[src/rtl/noc_axis_pkg.sv]
// Shared AXI-Stream constants and arbiter state encoding for the NoC ingress blocks.
package noc_axis_pkg;

  localparam int AXIS_DATA_WIDTH = 64;
  localparam int MVM_DATA_WIDTH  = 512;
  localparam int MVM_KEEP_WIDTH  = MVM_DATA_WIDTH / 8;

  typedef enum logic {
    ST_IDLE   = 1'b0,
    ST_LOCKED = 1'b1
  } arb_state_t;

  // Next index in a ring of n entries.
  function automatic int wrap_inc(input int idx, input int n);
    return (idx >= n - 1) ? 0 : idx + 1;
  endfunction

endpackage

[src/rtl/rr_pick.sv]
// Combinational round-robin picker: first set request at or after ptr, wrapping at NUM_REQ.
module rr_pick #(
  parameter int NUM_REQ   = 4,
  parameter int IDX_WIDTH = 2
) (
  input  logic [NUM_REQ-1:0]   req,
  input  logic [IDX_WIDTH-1:0] ptr,
  output logic [NUM_REQ-1:0]   grant,
  output logic [IDX_WIDTH-1:0] idx,
  output logic                 any_valid
);

  int cand;

  always_comb begin
    grant     = '0;
    idx       = '0;
    any_valid = 1'b0;
    cand      = 0;
    for (int k = 0; k < NUM_REQ; k++) begin
      cand = int'(ptr) + k;
      if (cand >= NUM_REQ) cand = cand - NUM_REQ;
      for (int i = 0; i < NUM_REQ; i++) begin
        if (!any_valid && (i == cand) && req[i]) begin
          any_valid = 1'b1;
          idx       = IDX_WIDTH'(i);
        end
      end
    end
    for (int i = 0; i < NUM_REQ; i++) begin
      grant[i] = any_valid && (idx == IDX_WIDTH'(i));
    end
  end

endmodule

[src/rtl/axis_rr_arbiter.sv]
// Packet-granular round-robin AXI-Stream arbiter with a registered output stage.
module axis_rr_arbiter
  import noc_axis_pkg::*;
#(
  parameter int NUM_SRC    = 4,
  parameter int DATA_WIDTH = AXIS_DATA_WIDTH,
  parameter int ID_WIDTH   = 2,
  parameter int CNT_WIDTH  = 16
) (
  input  logic                          clk,
  input  logic                          rst,
  input  logic [NUM_SRC*DATA_WIDTH-1:0] s_axis_tdata,
  input  logic [NUM_SRC-1:0]            s_axis_tvalid,
  input  logic [NUM_SRC-1:0]            s_axis_tlast,
  output logic [NUM_SRC-1:0]            s_axis_tready,
  output logic [DATA_WIDTH-1:0]         m_axis_tdata,
  output logic                          m_axis_tvalid,
  output logic                          m_axis_tlast,
  output logic [ID_WIDTH-1:0]           m_axis_tid,
  input  logic                          m_axis_tready,
  output logic                          grant_active,
  output logic [ID_WIDTH-1:0]           grant_idx,
  output logic [CNT_WIDTH-1:0]          pkt_count
);

  arb_state_t            state;
  logic [ID_WIDTH-1:0]   rr_ptr;
  logic                  load;
  logic                  xfer;
  logic                  pick_any;
  logic [NUM_SRC-1:0]    pick_grant;
  logic [ID_WIDTH-1:0]   pick_idx;
  logic [ID_WIDTH-1:0]   cur_idx;
  logic                  cur_valid;
  logic                  cur_last;
  logic [DATA_WIDTH-1:0] cur_data;
  logic [NUM_SRC-1:0]    lock_oh;
  logic [DATA_WIDTH-1:0] src_data [NUM_SRC];

  generate
    for (genvar gi = 0; gi < NUM_SRC; gi++) begin : g_unpack
      assign src_data[gi] = s_axis_tdata[gi*DATA_WIDTH +: DATA_WIDTH];
    end
  endgenerate

  rr_pick #(
    .NUM_REQ   (NUM_SRC),
    .IDX_WIDTH (ID_WIDTH)
  ) u_pick (
    .req       (s_axis_tvalid),
    .ptr       (rr_ptr),
    .grant     (pick_grant),
    .idx       (pick_idx),
    .any_valid (pick_any)
  );

  assign load    = !m_axis_tvalid || m_axis_tready;
  assign cur_idx = (state == ST_LOCKED) ? grant_idx : pick_idx;

  // While locked, only the owner's valid matters; other requests are ignored.
  always_comb begin
    cur_valid = 1'b0;
    cur_last  = 1'b0;
    cur_data  = '0;
    lock_oh   = '0;
    for (int i = 0; i < NUM_SRC; i++) begin
      if (cur_idx == ID_WIDTH'(i)) begin
        cur_valid = s_axis_tvalid[i];
        cur_last  = s_axis_tlast[i];
        cur_data  = src_data[i];
      end
      lock_oh[i] = (grant_idx == ID_WIDTH'(i));
    end
    if (state == ST_IDLE) cur_valid = pick_any;
  end

  always_comb begin
    s_axis_tready = '0;
    if (!rst) begin
      if (state == ST_LOCKED) s_axis_tready = lock_oh & {NUM_SRC{load}};
      else                    s_axis_tready = pick_grant & {NUM_SRC{load}};
    end
  end

  assign xfer = load && cur_valid;

  always_ff @(posedge clk or posedge rst) begin
    if (rst) begin
      state         <= ST_IDLE;
      rr_ptr        <= '0;
      grant_active  <= 1'b0;
      grant_idx     <= '0;
      m_axis_tvalid <= 1'b0;
      m_axis_tdata  <= '0;
      m_axis_tlast  <= 1'b0;
      m_axis_tid    <= '0;
      pkt_count     <= '0;
    end else begin
      if (xfer) begin
        m_axis_tvalid <= 1'b1;
        m_axis_tdata  <= cur_data;
        m_axis_tlast  <= cur_last;
        m_axis_tid    <= cur_idx;
      end else if (m_axis_tready) begin
        m_axis_tvalid <= 1'b0;
      end

      if (xfer && cur_last) pkt_count <= pkt_count + 1'b1;

      case (state)
        ST_IDLE: begin
          if (xfer) begin
            if (cur_last) begin
              rr_ptr <= ID_WIDTH'(wrap_inc(int'(cur_idx), NUM_SRC));
            end else begin
              state        <= ST_LOCKED;
              grant_idx    <= cur_idx;
              grant_active <= 1'b1;
            end
          end
        end
        ST_LOCKED: begin
          if (xfer && cur_last) begin
            state        <= ST_IDLE;
            grant_active <= 1'b0;
            rr_ptr       <= ID_WIDTH'(wrap_inc(int'(grant_idx), NUM_SRC));
          end
        end
        default: state <= ST_IDLE;
      endcase
    end
  end

endmodule

[config.mk]
export PLATFORM = sky130hd
export DESIGN_NAME = axis_rr_arbiter
export DESIGN_NICKNAME = d
export VERILOG_FILES = /design/src/rtl/noc_axis_pkg.sv /design/src/rtl/rr_pick.sv /design/src/rtl/axis_rr_arbiter.sv
export SDC_FILE = /design/constraint.sdc
export NUM_CORES = 1
export LEC_CHECK = 0
export CORE_ASPECT_RATIO = 0.75
export CORE_MARGIN = 4
export CORE_UTILIZATION = 35
export DETAILED_ROUTE_END_ITERATION = 8
export PLACE_DENSITY = 0.76
export SETUP_SLACK_MARGIN = 0.3
export SYNTH_ARGS = -nofsm -noshare
export SYNTH_HDL_FRONTEND = slang
export SYNTH_SLANG_ARGS = --single-unit
[constraint.sdc]
create_clock -name clk -period 6.4 [get_ports clk]
set_input_delay 1.28 -clock clk [delete_from_list [all_inputs] [get_ports clk]]
set_output_delay 1.28 -clock clk [all_outputs]
set_load 0.01 [all_outputs]
==> results.py, run 1 <==
metrics = {
    "power_and_ir_drop": {
        "power.internal_mw": 2.777,
        "seq_power_share_pct": 21.2,
        "switching_power_mw": 2.151,
        "swShare_pct": 43.64,
        "clkPwrFrac_pct": 12.0,
        "p_leak_nw": 3.660,
        "power_density_nw_per_um2": 494.2,
        "p_comb_share_pct": 66.8,
        "ir_worst_vdd_uv": 394.5,
    },
    "die": {
        "start_util_pct": 35.53,
        "die_x_um": 158.7,
        "fp.dieArea_um2": 19200,
        "fp-row-count": 41,
        "ios": 358,
        "die_y_um": 121.0,
        "coreArea_um2": 16770,
    },
    "final_layout": {
        "synthToLayoutAreaGrowth_pct": 67.28,
        "finalNetCount": 1319,
        "n_antenna_cell": 0,
        "drive_gt1_share_pct": 3.721,
        "fill_cells": 1495,
    },
    "logic_synthesis": {
        "ys_async_sr_fraction_pct": 100.0,
        "syn_nets": 1011,
        "syn_area_per_cell_um2": 8.110,
        "synth_ff_type": "dfrtp_1",
        "ys_types": 43,
        "ys_ff_latch": 90,
        "yosysWarnings": 0,
        "synthXorXnorAreaFrac_pct": 2.204,
        "syn_inst": 735,
        "synth_area_um2": 5961,
        "synthAdderAreaFrac_pct": 1.889,
        "synthSimpleGateAreaFrac_pct": 21.81,
        "ys_seq_area_share_pct": 37.78,
        "synthMuxAreaShare_pct": 1.092,
        "synth_compound_area_share_pct": 29.66,
        "synth_top_family_by_area": "compound AO/OA/AOI/OAI gates",
        "synth_edf_count": 0,
    },
    "timing": {
        "finalHoldViolCount": 0,
        "finalSetupTns_ns": 0,
        "finalSetupViolCount": 0,
        "fin_crit_sh_pct": 75.45,
        "hold_slack_ns": 0.4635,
        "worst_pin_slew_ns": 0.9883,
        "skew_ns": 0.009318,
        "drv_slew": 0,
        "fmax_ghz": 0.2071,
        "rsz0062_at_grt": "false",
        "worst_slew_margin_rel_pct": 34.11,
        "min_period_ns": 4.829,
    },
    "worst_setup_path": {
        "critPathLaunchType": "input pin",
        "regToRegSetupSlack_ns": 2.69,
        "cp_max_fo": 119,
        "path_class": "input pin to flop",
        "cp-end-kind": "flop",
        "crit_arrival_ns": 5.06,
        "cp.required_ns": 6.63,
    },
    "grt": {
        "grt.total_usage_pct": 22.58,
        "grt_pass1_wl_um": 34140,
        "grt_pass1_vias": 6260,
        "antenna_found_initial": 0,
        "overflow": 0,
        "grt_max_degree": 120,
    },
    "clock_network": {
        "cts_root_buffer": "clkbuf_16",
        "cts_buffer_depth": 2,
        "clk_latency_ns": 0.35,
        "cts_made_buffers": 9,
        "cts_sinks": 90,
        "cts_resized": 0,
        "cts_tree": "done",
        "h-tree-depth": 3,
        "cts_hold_buf": 0,
        "post-cts-setup-buffer-count": 0,
        "clk_pin_slew_worst_paths_ns": 0.07,
    },
    "routing": {
        "vias_per_cell": 5.207,
        "routedWlPerCell_um": 18.01,
        "antenna_left": 0,
        "routed_wl_um": 22740,
        "drtIter0Drc": 362,
        "num_vias": 6576,
        "drt_first_pass_iters": 4,
        "drc": 0,
    },
    "run": {
        "cap_violations": 0,
    },
    "place": {
        "hpwl_um": 16960,
        "finalWeightedCongestion": 0.8773,
        "portBuffers": 357,
    },
    "run_status": {
        "status": "finished clean",
    },
    "worst_hold_path": {
        "hold_class": "flop to flop",
    },
}
-- cells in the final DEF (no fill, tap or decap), types with 7 or more instances in the layout --
| cell | synthesis | routed |
|---|---|---|
| a21oi_1 | 131 | 131 |
| buf_4 | 1 | 8 |
| clkbuf_16 | 0 | 9 |
| clkdlybuf4s50_1 | 0 | 357 |
| dfrtp_1 | 90 | 90 |
| inv_1 | 9 | 8 |
| nand2_1 | 139 | 139 |
| nand3_1 | 8 | 8 |
| nand3b_1 | 63 | 63 |
| nor2_1 | 10 | 10 |
| nor2b_1 | 9 | 9 |
| nor3_1 | 11 | 11 |
| o211ai_1 | 62 | 62 |
| o21a_1 | 62 | 62 |
| o21ai_0 | 7 | 7 |
| xor2_1 | 13 | 13 |
-- path summary, 6_finish.rpt --
path	depth (start not counted)	endpoint	from
worst max-delay path	12	m_axis_tdata[43]	s_axis_tvalid[0]
worst min-delay path	1	pkt_count[15]	pkt_count[15]
worst max register to register	11	m_axis_tdata[43]	rr_ptr[0]
worst min register to register	1	pkt_count[15]	pkt_count[15]
max in group asynchronous	3	grant_idx[0]	rst
min in group asynchronous	2	m_axis_tvalid	rst
-- power by group through the flow --
stage                     sequential [mW]  combinational, mW  clock, mW
after floorplan                      1.13               2.04          0
after global placement               1.05               3.27          0
after detailed placement             1.05               3.33          0
after CTS                            1.04               3.35      0.609
after global routing                 1.08               3.65      0.630
final                                1.05               3.29      0.590
-- registers in the layout (all words and copies together) (netlist names), 2 cells and up --
name and flops:
grant_idx 2, m_axis_tdata 64, m_axis_tid 2, pkt_count 16
rr_ptr 2
-- worst max-delay path, cell delays in order --
cell	delay, ns
clkdlybuf4s50_1	0.57
nor2b_1	0.20
o21ai_0	0.15
o211a_1	0.16
mux2i_1	0.45
ha_2	0.29
buf_4	0.38
a311oi_1	0.27
a311oi_4	0.44
buf_12	0.42
o211ai_1	0.17
o21a_1	0.16
-- metal layers --
layer  vias to the layer above  track usage [%]  share of wire [%]
li1                       3246                -                  -
met1                      3039            28.71                 41
met2                       267            36.96                 47
met3                        24            7.986                9.8
met4                         0            5.061                1.8
met5                         -                0                  0
-- cell families after synthesis --
family,after synthesis
AND/OR/NAND/NOR,256
buffers and inverters,79
adder cells (fa/ha/maj),9
flip-flops,90
multiplexers,6
XOR/XNOR,15
AO/OA/AOI/OAI,280
-- metrics by stage --
step	utilization (%)	setup WS, ns	std cells	power, mW	area [um2]
2_1_floorplan	-	2.677	735	3.174	5961
3_3_place_gp	57.48	1.399	1247	4.322	9643
3_5_place_dp	57.48	1.227	1247	4.376	9643
4_1_cts	59.44	1.551	1263	5.003	9971
5_1_grt	59.44	1.313	1263	5.353	9971
6_report	59.44	1.571	1263	4.928	9971
-- cell type report --
class,count,area (um2),share of cell area [%]
clock buffer,10,239.0,2.397
clock inverter,6,88.84,0.8910
inverter,10,40.04,0.4016
multi-input combinational,566,3428,34.38
sequential,90,2252,22.59
tap,215,269.0,2.698
timing repair buffer,366,3654,36.64
-- synthesized netlist by cell type, types with 7 or more instances --
| cell type | n | share of area, % |
|---|---|---|
| nand2_1 | 139 | 8.8 |
| a21oi_1 | 131 | 11 |
| dfrtp_1 | 90 | 38 |
| nand3b_1 | 63 | 7.9 |
| o211ai_1 | 62 | 7.8 |
| o21a_1 | 62 | 7.8 |
| clkbuf_1 | 46 | 2.9 |
| buf_2 | 13 | 1.1 |
| xor2_1 | 13 | 1.9 |
| nor3_1 | 11 | 0.92 |
| nor2_1 | 10 | 0.63 |
| ha_1 | 9 | 1.9 |
| inv_1 | 9 | 0.57 |
| nor2b_1 | 9 | 0.94 |
| nand3_1 | 8 | 0.67 |
| buf_1 | 7 | 0.44 |
| o21ai_0 | 7 | 0.59 |
Note: power is estimated with default switching activity, not from simulation.
==> run 2: changes to the inputs <==
==> constraint.sdc (replaced) <==
create_clock -name clk -period 4.75 [get_ports clk]
set_input_delay 0.95 -clock clk [delete_from_list [all_inputs] [get_ports clk]]
set_output_delay 0.95 -clock clk [all_outputs]
set_load 0.01 [all_outputs]
==> run 2 against run 1 <==
Count of clock-buffer cells in the layout did not move. Combinational power rose by 38%. Sequential power rose by 34%. Clock power rose by 16%. Global-route usage rose by 0.54 points. Via count rose by 1.7%. Total power rose by 34%. Critical path depth fell by 5. Core utilization barely moved. Critical endpoint is now s_axis_tready[1]. Critical path type is now input pin to output pin. Die area did not move. Sequential share of layout area barely moved. Cell count rose by 0.55%.
==> results.py, run 2 (synthesized netlist as in run 1, its figures left out) <==
metrics = {
    "timing": {
        "worst_pin_slew_ns": 0.8870,
        "finalSetupViolCount": 0,
        "fin_crit_sh_pct": 84.80,
        "worst_slew_margin_rel_pct": 40.87,
        "fmax_ghz": 0.2482,
        "skew_ns": 0.005258,
        "finalHoldViolCount": 0,
        "rsz0062_at_grt": "false",
        "drv_slew": 0,
        "finalSetupTns_ns": 0,
        "min_period_ns": 4.028,
    },
    "grt": {
        "antenna_found_initial": 0,
        "grt_pass1_wl_um": 35220,
        "grt_max_degree": 79,
        "overflow": 0,
        "grt.total_usage_pct": 23.12,
        "grt_pass1_vias": 6412,
    },
    "clock_network": {
        "cts_tree": "done",
        "clk_latency_ns": 0.34,
        "cts_buffer_depth": 2,
        "clk_pin_slew_worst_paths_ns": 0.06,
        "cts_root_buffer": "clkbuf_16",
        "cts_sinks": 90,
        "cts_resized": 0,
        "post-cts-setup-buffer-count": 0,
        "cts_hold_buf": 0,
        "h-tree-depth": 3,
        "cts_made_buffers": 9,
    },
    "run": {
        "cap_violations": 0,
    },
    "routing": {
        "drt_first_pass_iters": 5,
        "met1_length_um": 9579,
        "drtIter0Drc": 415,
        "wl_met3_um": 2275,
        "highest_layer": "met4",
        "routed_wl_um": 23070,
        "routedWlPerCell_um": 18.16,
        "num_vias": 6688,
        "drc": 0,
        "antenna_left": 0,
        "vias_per_cell": 5.266,
        "route.met2.wl_um": 10860,
    },
    "power_and_ir_drop": {
        "power_density_nw_per_um2": 663.8,
        "ir_worst_vdd_uv": 535.7,
        "p_leak_nw": 3.670,
    },
    "final_layout": {
        "largest_reg_flops": 64,
        "finalNetCount": 1326,
        "layout_common_cells": "clkdlybuf4s50_1 (357), nand2_1 (139), a21oi_1 (131)",
        "top_register": "m_axis_tdata",
        "stdcell_count": 1270,
        "n_antenna_cell": 0,
        "mostFrequentLayoutCell": "clkdlybuf4s50_1",
        "synthToLayoutAreaGrowth_pct": 67.36,
        "reg_top3": "m_axis_tdata: 64 flops, pkt_count: 16 flops",
        "drive_gt1_share_pct": 4.360,
    },
    "die": {
        "ios": 358,
        "start_util_pct": 35.53,
        "die_x_um": 158.7,
        "coreArea_um2": 16770,
        "fp.dieArea_um2": 19200,
        "die_y_um": 121.0,
        "fp-row-count": 41,
    },
    "place": {
        "finalWeightedCongestion": 0.8327,
        "portBuffers": 357,
        "dp_cells": 1254,
        "hpwl_um": 17640,
    },
    "worst_setup_path": {
        "critPathLaunchType": "input pin",
        "regToRegSetupSlack_ns": 1.58,
        "critPathLaunch": "s_axis_tvalid[0]",
        "ff2ff_path_depth": 13,
        "r2r-end": "pkt_count[9]",
        "crit_arrival_ns": 3.08,
        "critPathCapture": "s_axis_tready[1]",
        "cp.required_ns": 3.80,
        "cp_max_fo": 6,
        "timing.rr.start": "rr_ptr[1]",
        "cp-end-kind": "output pin",
        "path_class": "input pin to output pin",
    },
    "run_status": {
        "status": "finished clean",
    },
    "worst_hold_path": {
        "hold_class": "flop to flop",
    },
}
-- run 2: cell count changes in the layout (fill, tap and decap cells not counted) --
cell,change
buf_4,+7
bufinv_16,-2
clkinv_2,+1
clkinvlp_4,+1
-- run 2: per-stage QoR --
step	utilization, %	setup WS (ns)	instance area, um2	hold slack (ns)	total power, mW
global placement	57.80	0.5331	9696	0.4601	5.896
global route	59.47	0.4932	9976	0.4821	7.214
detailed placement	57.80	0.4628	9696	0.4554	5.966
floorplan	-	1.357	5961	0.4996	4.277
CTS	59.47	0.7464	9976	0.4685	6.685
finish	59.47	0.7218	9976	0.4628	6.622
-- run 2: final cells by class --
class | instances | area, um2
fillers | 1547 | 6799
well taps | 215 | 269.0
inverters | 10 | 40.04
flip-flops and latches | 90 | 2252
repair buffers | 373 | 3706
multi-input cells | 566 | 3428
clock inverters | 6 | 41.29
clock buffers | 10 | 239.0
-- run 2: critical path: stages --
cell             delay (ns)
clkdlybuf4s50_1        0.49
nor2b_1                0.18
o21ai_0                0.22
o211a_1                0.23
o21ai_0                0.12
nor3_1                 0.29
clkdlybuf4s50_1        0.60
-- run 2: routing by layer --
layer	track usage, %	up-vias
li1	-	3257
met1	30.25	3124
met2	37.59	280
met3	7.487	27
met4	4.742	0
met5	0	-
-- run 2: report_power, final --
group	internal, mW	total (mW)	switching, mW
combinational	2.16	4.53	2.37
sequential	1.16	1.41	0.254
clock	0.369	0.682	0.313
-- run 2: how the worst min path moves through the flow --
| stage | start | endpoint | slack, ns | cells past startpoint |
|---|---|---|---|---|
| 2_1_floorplan | rr_ptr[0] | rr_ptr[0] | 0.50 | 1 |
| 3_3_place_gp | pkt_count[15] | pkt_count[15] | 0.46 | 1 |
| 3_5_place_dp | pkt_count[15] | pkt_count[15] | 0.46 | 1 |
| 4_1_cts | pkt_count[15] | pkt_count[15] | 0.47 | 1 |
| 5_1_grt | pkt_count[15] | pkt_count[15] | 0.48 | 1 |
| 6_report | pkt_count[15] | pkt_count[15] | 0.46 | 1 |
==> run 3: changes to the inputs <==
==> constraint.sdc (replaced) <==
create_clock -name clk -period 4.1 [get_ports clk]
set_input_delay 0.82 -clock clk [delete_from_list [all_inputs] [get_ports clk]]
set_output_delay 0.82 -clock clk [all_outputs]
set_load 0.01 [all_outputs]
==> run 3 against run 2 <==
Via count rose by 0.85%. Sequential share of layout area fell by 0.35 points. First-iteration DRC count is 17% lower. Total power increased by 19%. Cell count is 1.0% higher. Sequential power increased by 16%. Design area grew 1.6%. Clock power grew 15%. Sequential cell count did not move. Global-route usage down 0.37 points. Highest routed layer unchanged.
==> results.py, run 3 (synthesized netlist as in run 1, its figures left out) <==
metrics = {
    "die": {
        "fp-row-count": 41,
        "coreArea_um2": 16770,
        "start_util_pct": 35.53,
        "die_y_um": 121.0,
        "die_x_um": 158.7,
        "fp.dieArea_um2": 19200,
        "ios": 358,
    },
    "timing": {
        "fin_ws_ns": 0.4099,
        "finalSetupTns_ns": 0,
        "finalHoldViolCount": 0,
        "worst_slew_margin_rel_pct": 57.50,
        "min_period_ns": 3.690,
        "finalSetupViolCount": 0,
        "drv_slew": 0,
        "skew_ns": 0.008829,
        "rsz0062_at_grt": "false",
        "fmax_ghz": 0.2710,
        "fin_crit_sh_pct": 90.00,
        "worst_pin_slew_ns": 0.6375,
    },
    "clock_network": {
        "clk_pin_slew_worst_paths_ns": 0.07,
        "h-tree-depth": 3,
        "cts_tree": "done",
        "clk_latency_ns": 0.34,
        "cts_buffer_depth": 2,
        "cts_sinks": 90,
        "cts_root_buffer": "clkbuf_16",
        "cts_made_buffers": 9,
    },
    "worst_setup_path": {
        "crit_family": "buffers and inverters",
        "cp.required_ns": 3.28,
        "cp-end-kind": "output pin",
        "cp_slowest_stage_delay_ns": 0.58,
        "cp_max_fo": 6,
        "critPathBufInv": 2,
        "critPathLaunchType": "input pin",
        "crit_arrival_ns": 2.87,
        "slowest_stage": "clkdlybuf4s50_1",
        "path_class": "input pin to output pin",
        "path_cells": "clkdlybuf4s50_1 > nor2b_1 > o21ai_0 > o211a_1 > o21ai_0 > nor3_1 > clkdlybuf4s50_1",
    },
    "grt": {
        "overflow": 0,
        "grt_pass1_vias": 6441,
        "antenna_found_initial": 0,
        "grt_pass1_wl_um": 34440,
        "grt_max_degree": 91,
        "grt.total_usage_pct": 22.75,
    },
    "final_layout": {
        "reg_top3": "m_axis_tdata: 64 flops, pkt_count: 16 flops",
        "finalNetCount": 1339,
        "synthToLayoutAreaGrowth_pct": 70.00,
        "top_register": "m_axis_tdata",
        "n_antenna_cell": 0,
        "mostFrequentLayoutCell": "clkdlybuf4s50_1",
        "fill_cells": 1546,
        "drive_gt1_share_pct": 5.805,
        "largest_reg_flops": 64,
        "layout_common_cells": "clkdlybuf4s50_1 (357), nand2_1 (139), a21oi_1 (130)",
    },
    "power_and_ir_drop": {
        "clkPwrFrac_pct": 10.0,
        "p_leak_nw": 3.746,
        "seq_power_share_pct": 20.8,
        "p_comb_share_pct": 69.3,
        "ir_worst_vdd_uv": 383.4,
        "switching_power_mw": 3.457,
        "power.internal_mw": 4.429,
        "power_density_nw_per_um2": 778.2,
        "swShare_pct": 43.84,
    },
    "routing": {
        "drtIter0Drc": 346,
        "num_vias": 6745,
        "drc": 0,
        "antenna_left": 0,
        "routedWlPerCell_um": 17.85,
        "vias_per_cell": 5.257,
        "routed_wl_um": 22910,
        "drt_first_pass_iters": 5,
    },
    "run": {
        "cap_violations": 0,
    },
    "worst_hold_path": {
        "hold_class": "flop to flop",
    },
    "place": {
        "portBuffers": 357,
        "hpwl_um": 17480,
        "pre_cts_slack_ns": 0.001972,
        "finalWeightedCongestion": 0.9223,
    },
    "run_status": {
        "status": "finished clean",
    },
}
-- run 3: changes by cell type in the layout (fill, tap and decap cells not counted), moves of 2 or more --
| cell | before | now |
|---|---|---|
| nor4_2 | 2 | 5 |
| buf_4 | 15 | 24 |
| clkbuf_1 | 0 | 2 |
| nor4_1 | 6 | 3 |
| buf_12 | 1 | 4 |
-- run 3: path summary, 6_finish.rpt --
check                                       from          endpoint  slack, ns  cells past startpoint
worst min-delay path               pkt_count[15]     pkt_count[15]       0.46                      1
min in group asynchronous                    rst  m_axis_tdata[60]       1.00                      3
worst max register to register         rr_ptr[0]     pkt_count[14]       1.17                     11
worst min register to register     pkt_count[15]     pkt_count[15]       0.46                      1
max in group asynchronous                    rst     pkt_count[12]       2.69                      3
worst max-delay path            s_axis_tvalid[0]  s_axis_tready[1]       0.41                      7
-- run 3: routing by layer --
| metal | part of all wire [%] | routed length (um) | global-route usage [%] | vias to the layer above |
|---|---|---|---|---|
| met2 | 46 | 10570 | 36.62 | 292 |
| met1 | 42 | 9675 | 29.16 | 3122 |
| met4 | 2.7 | 627 | 6.819 | 0 |
| met5 | 0 | 0 | 0 | - |
| li1 | - | - | - | 3283 |
| met3 | 8.9 | 2034 | 7.380 | 48 |
-- run 3: power by group through the flow --
| stage | Clock [mW] | Sequential (mW) | Combinational, mW |
|---|---|---|---|
| 3_3_place_gp | 0 | 1.64 | 5.35 |
| 4_1_cts | 0.805 | 1.64 | 5.48 |
| 3_5_place_dp | 0 | 1.65 | 5.45 |
| 2_1_floorplan | 0 | 1.77 | 3.18 |
| 5_1_grt | 0.840 | 1.70 | 6.01 |
| 6_report | 0.785 | 1.64 | 5.46 |
-- run 3: area by class of cell --
class                   count  area [um2]  share of cell area (%)
clock buffers              11       232.7                   2.297
clock inverters             5       37.54                  0.3704
inverters                  10       40.04                  0.3951
multi-input cells         566        3457                   34.12
flip-flops and latches     90        2252                   22.22
well taps                 215       269.0                   2.655
repair buffers            386        3845                   37.94
-- run 3: timing repair --
| action | 4_1_cts | 5_1_grt |
|---|---|---|
| hold buffers | 0 | 0 |
| setup endpoints to repair | 0 | 84 |
| gates resized for setup | 0 | 7 |
| setup buffers | 0 | 1 |
-- run 3: per-stage QoR --
step / std cells / power, mW / area, um2 / hold WS [ns] / utilization [%]
3_3_place_gp: 1266 / 6.990 / 9823 / 0.4547 / 58.56
4_1_cts: 1282 / 7.922 / 10090 / 0.4725 / 60.17
2_1_floorplan: 735 / 4.955 / 5961 / 0.4996 / -
5_1_grt: 1283 / 8.548 / 10130 / 0.5075 / 60.41
3_5_place_dp: 1266 / 7.096 / 9823 / 0.4592 / 58.56
6_report: 1283 / 7.886 / 10130 / 0.4649 / 60.41
